**src/rtl/ptp_pkg.sv**
```systemverilog
// Shared PTP timestamp definitions: entry width and the 8-bit queue status word layout.
package ptp_pkg;
  localparam int TS_WIDTH     = 128;
  localparam int STAT_W       = 8;
  localparam int STAT_OVF_BIT = 7;
  localparam int STAT_CNT_MSB = 6;

  typedef struct packed {
    logic                  ovf;
    logic [STAT_CNT_MSB:0] cnt;
  } ts_stat_t;

  function automatic logic [STAT_W-1:0] pack_stat(input logic ovf,
                                                  input logic [STAT_CNT_MSB:0] cnt);
    ts_stat_t s;
    s.ovf = ovf;
    s.cnt = cnt;
    return s;
  endfunction
endpackage

```
**src/rtl/ts_q_ram.sv**
```systemverilog
// Simple dual-port RAM: one write port, one registered read port that holds between reads.
module ts_q_ram #(
  parameter int AW = 4,
  parameter int DW = 128
) (
  input  logic          clk,
  input  logic          clr_i,
  input  logic          we_i,
  input  logic [AW-1:0] waddr_i,
  input  logic [DW-1:0] wdata_i,
  input  logic          re_i,
  input  logic [AW-1:0] raddr_i,
  output logic [DW-1:0] rdata_o
);
  logic [DW-1:0] mem_q [2**AW];
  logic [DW-1:0] rd_q;

  always_ff @(posedge clk) begin
    if (we_i) mem_q[waddr_i] <= wdata_i;
  end

  // Read-before-write: a same-address write this cycle returns the old entry.
  always_ff @(posedge clk) begin
    if (clr_i)     rd_q <= '0;
    else if (re_i) rd_q <= mem_q[raddr_i];
  end

  assign rdata_o = rd_q;
endmodule

```
**src/rtl/ptp_ts_queue.sv**
```systemverilog
// PTP timestamp FIFO between capture logic and the register block; drops the newest entry on overflow.
module ptp_ts_queue
  import ptp_pkg::*;
#(
  parameter int DEPTH_LOG2 = 4
) (
  input  logic                clk,
  input  logic                rst,
  input  logic                q_rst_in,
  input  logic                wr_en_in,
  input  logic [TS_WIDTH-1:0] wr_data_in,
  input  logic                rd_en_in,
  output logic [TS_WIDTH-1:0] rd_data_out,
  output logic [STAT_W-1:0]   stat_out,
  output logic                full_out,
  output logic                empty_out
);
  localparam int                    DEPTH    = 1 << DEPTH_LOG2;
  localparam logic [DEPTH_LOG2-1:0] PTR_ONE  = DEPTH_LOG2'(1);
  localparam logic [DEPTH_LOG2:0]   CNT_ONE  = (DEPTH_LOG2+1)'(1);
  localparam logic [DEPTH_LOG2:0]   CNT_FULL = (DEPTH_LOG2+1)'(DEPTH);

  logic [DEPTH_LOG2-1:0] wr_ptr_q, wr_ptr_d;
  logic [DEPTH_LOG2-1:0] rd_ptr_q, rd_ptr_d;
  logic [DEPTH_LOG2:0]   cnt_q, cnt_d;
  logic                  ovf_q, ovf_d;
  logic                  full_q, empty_q;
  logic                  flush, rd_acc, wr_acc;

  assign flush  = rst | q_rst_in;
  assign rd_acc = rd_en_in & ~empty_q;
  // A pop in the same cycle frees the slot, so a full queue still takes the write.
  assign wr_acc = wr_en_in & (~full_q | rd_acc);

  always_comb begin
    wr_ptr_d = wr_ptr_q;
    rd_ptr_d = rd_ptr_q;
    cnt_d    = cnt_q;
    ovf_d    = ovf_q;
    if (flush) begin
      wr_ptr_d = '0;
      rd_ptr_d = '0;
      cnt_d    = '0;
      ovf_d    = 1'b0;
    end else begin
      if (wr_acc) wr_ptr_d = wr_ptr_q + PTR_ONE;
      if (rd_acc) rd_ptr_d = rd_ptr_q + PTR_ONE;
      case ({wr_acc, rd_acc})
        2'b10:   cnt_d = cnt_q + CNT_ONE;
        2'b01:   cnt_d = cnt_q - CNT_ONE;
        default: cnt_d = cnt_q;
      endcase
      if (wr_en_in && !wr_acc) ovf_d = 1'b1;
    end
  end

  always_ff @(posedge clk) begin
    if (rst) begin
      wr_ptr_q <= '0;
      rd_ptr_q <= '0;
      cnt_q    <= '0;
      ovf_q    <= 1'b0;
      full_q   <= 1'b0;
      empty_q  <= 1'b1;
    end else begin
      wr_ptr_q <= wr_ptr_d;
      rd_ptr_q <= rd_ptr_d;
      cnt_q    <= cnt_d;
      ovf_q    <= ovf_d;
      full_q   <= (cnt_d == CNT_FULL);
      empty_q  <= (cnt_d == '0);
    end
  end

  ts_q_ram #(
    .AW (DEPTH_LOG2),
    .DW (TS_WIDTH)
  ) u_ram (
    .clk     (clk),
    .clr_i   (flush),
    .we_i    (wr_acc & ~flush),
    .waddr_i (wr_ptr_q),
    .wdata_i (wr_data_in),
    .re_i    (rd_acc & ~flush),
    .raddr_i (rd_ptr_q),
    .rdata_o (rd_data_out)
  );

  assign stat_out  = pack_stat(ovf_q, (STAT_CNT_MSB+1)'(cnt_q));
  assign full_out  = full_q;
  assign empty_out = empty_q;
endmodule
```
**config.mk**
```make
export PLATFORM = sky130hd
export DESIGN_NAME = ptp_ts_queue
export DESIGN_NICKNAME = d
export VERILOG_FILES = /design/src/rtl/ptp_pkg.sv /design/src/rtl/ts_q_ram.sv /design/src/rtl/ptp_ts_queue.sv
export SDC_FILE = /design/constraint.sdc
export NUM_CORES = 2
export LEC_CHECK = 0
export BUFFER_PORTS_ARGS = -buffer_cell sky130_fd_sc_hd__buf_2
export CAP_MARGIN = 0
export CORE_ASPECT_RATIO = 0.75
export CORE_MARGIN = 10
export CORE_UTILIZATION = 50
export CTS_BUF_LIST = sky130_fd_sc_hd__clkbuf_4
export CTS_CLUSTER_SIZE = 20
export DETAILED_ROUTE_END_ITERATION = 12
export HOLD_SLACK_MARGIN = 0.06
export MAX_ROUTING_LAYER = met4
export PLACE_DENSITY = 0.66
export SETUP_SLACK_MARGIN = 0.2
export SLEW_MARGIN = 20
export SYNTH_ARGS = -nofsm -noshare
export SYNTH_HDL_FRONTEND = slang
export SYNTH_SLANG_ARGS = --single-unit
```
**constraint.sdc**
```tcl
create_clock -name clk -period 17.93 [get_ports clk]
set_input_delay 3.586 -clock clk [delete_from_list [all_inputs] [get_ports clk]]
set_output_delay 3.586 -clock clk [all_outputs]
set_load 0.03 [all_outputs]
```
* Word level (Yosys, flattened, before mapping) *
Memory sizes are Yosys's and may differ from the RTL's. A register that Yosys moved wholly into a read port is not among the register bits.
Cells that the tools add are included.

cells by class
  $add $sub $neg = 4
  equality and inequality tests = 3
  muxes and demuxes = 4
  bitwise logic cells = 9
  reduce and logical (&&, ||, !) cells = 4

operator list
  kind                                                                   count
  5-bit one-hot mux with 2 select lines                                  1
  4-bit by 1-bit adder with 4-bit output, second input constant          2
  5-bit by 1-bit adder with 5-bit output, second input constant          1
  5-bit equality test, second input constant                             1
  5-bit logical NOT                                                      1
  5-bit 2-to-1 mux                                                       1
  5-bit by 1-bit subtractor with 5-bit output, second input constant     1
  1-bit bitwise AND                                                      4
  1-bit inverter                                                         3
  2-bit by 1-bit equality test with 1-bit output, second input constant  1
  2-bit equality test, second input constant                             1
  1-bit 2-to-1 mux                                                       2
  1-bit OR                                                               2
  2-bit OR reduction                                                     1
  1-bit logical AND                                                      1
  1-bit logical NOT                                                      1

word-level totals
  register bits after elaboration = 16
  bits in writable memories = 2048
  bits of input ports = 133
  output and inout port bits = 138
  word-level logic and storage cells = 31
  memories kept = 1

memories
  memory       depth  bits a word  read ports  clocked after Yosys merged registers in  write ports  RTL line        RTL
  u_ram.mem_q  16     128          1           1                                        1            ts_q_ram.sv:15  logic [DW-1:0] mem_q [2**AW];

* Depth between registers and ports, before layout *
  depth after elaboration = 8
  mapped depth = 12
  mapped depth without buffers = 11

* Modules after synthesis *
A second synthesis with hierarchy kept.

unflattened totals
  cells, all modules = 4440
  area total of the unflattened synthesis = 83754.1 µm²

modules (own cells, without submodules)
  module        instances  cells each  area an instance (µm²)  sequential area each (µm²)
  ts_q_ram      1          4338        82805.7                 64061.4
  ptp_ts_queue  1          102         948.4                   320.3

* Worst setup path after synthesis *
No wires, ideal clock.

  kind = input-to-reg
  start point = input port rd_en_in
  end point = memory u_ram.mem_q[1][0] (enable)
  library setup time = 772 ps
  arrival = 13201 ps
  required time = 17158 ps
  slack = 3957 ps
  cell stages on the path = 6
  path buffers = 0
  path through = nand2b_4 > a21boi_0 > inv_1 > nor2_1 > nand2_1 > nor3_1

on the way
  word-level cells in the longest chain between the ends = 6

ends and longest elaborated chain
  what                                    RTL line            RTL
  start, declared                         ptp_ts_queue.sv:12  input logic rd_en_in,
  1-bit bitwise AND                       ptp_ts_queue.sv:31  assign rd_acc = rd_en_in & ~empty_q;
  1-bit OR                                ptp_ts_queue.sv:33  assign wr_acc = wr_en_in & (~full_q | rd_acc);
  1-bit bitwise AND                       ptp_ts_queue.sv:33
  1-bit bitwise AND                       ptp_ts_queue.sv:81  .we_i (wr_acc & ~flush),
  1-bit 2-to-1 mux                        ts_q_ram.sv:19      if (we_i) mem_q[waddr_i] <= wdata_i;
  1-bit 2-to-1 mux (implied by the code)  ts_q_ram.sv:19
  end, declared                           ts_q_ram.sv:15

Every way passes these cells.

* Final worst setup path *
  start point = input port rd_en_in
  end point = memory u_ram.mem_q[14][117] (enable)

Same word-level chain as after synthesis.

==> results.md <==
* Slew headroom at 24.9%
* Die Width at 488 um
* Clock Skew at 0.0890 ns
* R2R depth at 7
* Final period util at between 30% and 40%
* Critical path, cell by cell: buf_2, nand2b_4, a21boi_0, inv_1, nor2_1, nand2_1, nor2_4, buf_4, buf_4
* Area Growth Syn to Fin at 12.6%
* Pwr Total at 9.84 mW
* Pre-CTS WS at 10.27 ns
* Root Buffer: clkbuf_4
* Sum Neg Setup Slack at 0 ns
* RSZ-0062 raised after global routing: no
* Critical path type: primary input to flip-flop
* Largest net degree at the start of global routing at 140
* Die H at 371 um
* Leak at 30.1 nW
* Crit start category: primary input
* Most frequent cell on the critical path: buf_4
* YS warnings at 0
* #FFs+latches synth at 2192
* CTS tree: built
* Crit path depth at 9
* WL final at around 180000 um
* Share of cells above drive strength 1 at around 37%
* Status: complete, no violations
* CTS Buffer Depth at 4
* Tmin final at 6.33 ns
* Detailed placer's ending HPWL at 93600 um
* VDD IR-drop max at roughly 0.000069 V
* Cells after synthesis at 3519
* Ys async rst share at 0%
* Gr ovfl total at 0
* Io pins at 271
* Hold Crit Depth at 1
* Final setup viols at 0
* Clock buffer count from CTS at 542
* PwrDens at 107 nW/um2
* Netlist cell types at 43
* Post-route worst setup slack at 11.60 ns
* Cell Area, Placed at 85600 um2
* Die area at 181000 um2
* HP Class: flip-flop to flip-flop
* Via density at 5.77
* CTS sink cnt at 2192
* Final instance area at 92300 um2
* Global Route Usage Sum at between 20% and 30%
* First-pass GRT wire length at 272000 um
* H-tree lvl count at 6
* CP endpoint kind: flip-flop
* Post-Syn Area at a little over 80000 um2
* DR iter-0 viols at ~3300
* Most frequent cells in the layout: edfxtp_1 (2048), clkbuf_4 (809), mux4_2 (512)
* Cell at the slowest stage of the critical path: nor2_4
* Count of nets after finishing at 4340
* Via count at 39000
* Slew Limit Fails at 0
* Hold Slack at 0.445 ns
* TritonRoute pass-1 iters at 5
* Final Hold Fails at 0
* Worst endpoint required time at 18.83 ns
* Bufs and invs on worst path at 4
* Hold_buf cts at 0
* Max-Cap Viols at 0
* Core area at 163000 um2
* Worst-path maximum fanout at 38
* Wire per inst at 27.0 um
* Initial antenna violation count at 37
* Sequential element share of the synthesized area at 78.5%
* Row cnt at 128
* Post-Layout Cell Count at slightly below 7000
* Tightest Pin Transition at 1.13 ns
* Syn avg cell area at 23.3 um2
* Most common cell after layout, fill and taps aside: edfxtp_1
* Critical Path Max Stage Delay at around 0.77 ns
* RePlAce Congestion at 0.756
* Post-CTS Setup Inserts at 0
* IO buf count at around 270
* Initial Util at 50.4%
* Clk Latency, worst-skew pair at roughly 1.3 ns
* Flop2flop setup slack at 13.31 ns
* Delay-heaviest family, CP: simple AND/OR/NAND/NOR gates
* Final core utilization at 56.7%
* Number of flops mapped to enable cells by yosys at 2048
* Vias in the first global route at just over 40000
* Remaining antenna violation count after routing at 0
* WP data arrival at 7.23 ns
* Placed Cells at 5800
* Post-route DRC at 0
* Clock transition at path regs at about 0.060 ns
* Cts repair resizes at 0
* Upper clock frequency limit at 0.158 GHz
* Ys flop type: edfxtp_1
[sequential cells by signal (all words and copies together) (netlist names)]
signal and flops:
cnt_q 5, empty_out 1, full_out 1, ovf_q 1, rd_ptr_q 4, u_ram.mem_q 2048, u_ram.rdata_o 128, wr_ptr_q 4
[cells by family after synthesis]
family	Yosys count	share of synthesized area, %
adders and majority gates	8	0.122
buffers and inverters	201	1.46
xor gates and xnor gates	11	0.117
and+or+nand+nor	73	0.410
other	1	0.00457
DFF	2192	78.5
AOI/OAI and AO/OA	277	2.36
muxes	756	17.0
[report_power, final]
| part | switching (mW) | internal [mW] |
|---|---|---|
| registers | 0.00742 | 5.60 |
| clock network | 1.92 | 2.12 |
| logic | 0.131 | 0.0580 |
[final cells by class]
cell class                 instances  area, um2
clock buffer                     809       6070
timing repair buffer             330       1930
multi-input combinational       1127      16600
tap                             2145       2680
fill                           12300      70400
inverter                           6       22.5
sequential                      2192      64400
clock inverter                   124        587
antenna                           28       70.1
[layer usage]
metal / wire length [um] / track usage [%] / part of all wire [%]
met1: 76600 / 27.1 / 42
met2: 90900 / 32.7 / 50
met3: 12100 / 5.00 / 6.6
met4: 3060 / 5.61 / 1.7
met5: 0 / - / 0
[path summary, 6_finish.rpt]
path / startpoint / to
worst max register to register: rd_ptr_q[1] / u_ram.rdata_o[37]
worst min-delay path: u_ram.rdata_o[116] / u_ram.rdata_o[116]
worst min register to register: u_ram.rdata_o[116] / u_ram.rdata_o[116]
worst max-delay path: rd_en_in / u_ram.mem_q[14][117]
[cells in the mapped netlist (7+ instances only)]
| master | n | area, um2 |
|---|---|---|
| buf_2 | 29 | 145 |
| buf_1 | 52 | 195 |
| xor2_1 | 7 | 61.3 |
| mux2i_1 | 244 | 2440 |
| o22ai_1 | 121 | 757 |
| nor3_1 | 7 | 35.0 |
| edfxtp_1 | 2048 | 61500 |
| a22o_1 | 7 | 61.3 |
| a21o_1 | 121 | 908 |
| a22oi_1 | 14 | 105 |
| clkbuf_1 | 58 | 218 |
| dfxtp_1 | 144 | 2880 |
| nor2_1 | 30 | 113 |
| nand2_1 | 20 | 75.1 |
| mux4_2 | 512 | 11500 |
| buf_6 | 52 | 586 |
| ha_1 | 8 | 100 |
[worst reg2reg max path, cell delays in order (launching register included)]
cell and delay [ns]:
dfxtp_4 0.88, buf_12 0.56, buf_4 0.95, buf_4 0.84, mux4_2 0.47, mux2i_1 0.45
o22ai_1 0.14, a21o_1 0.20
Note: power is estimated with default switching activity, not from simulation.
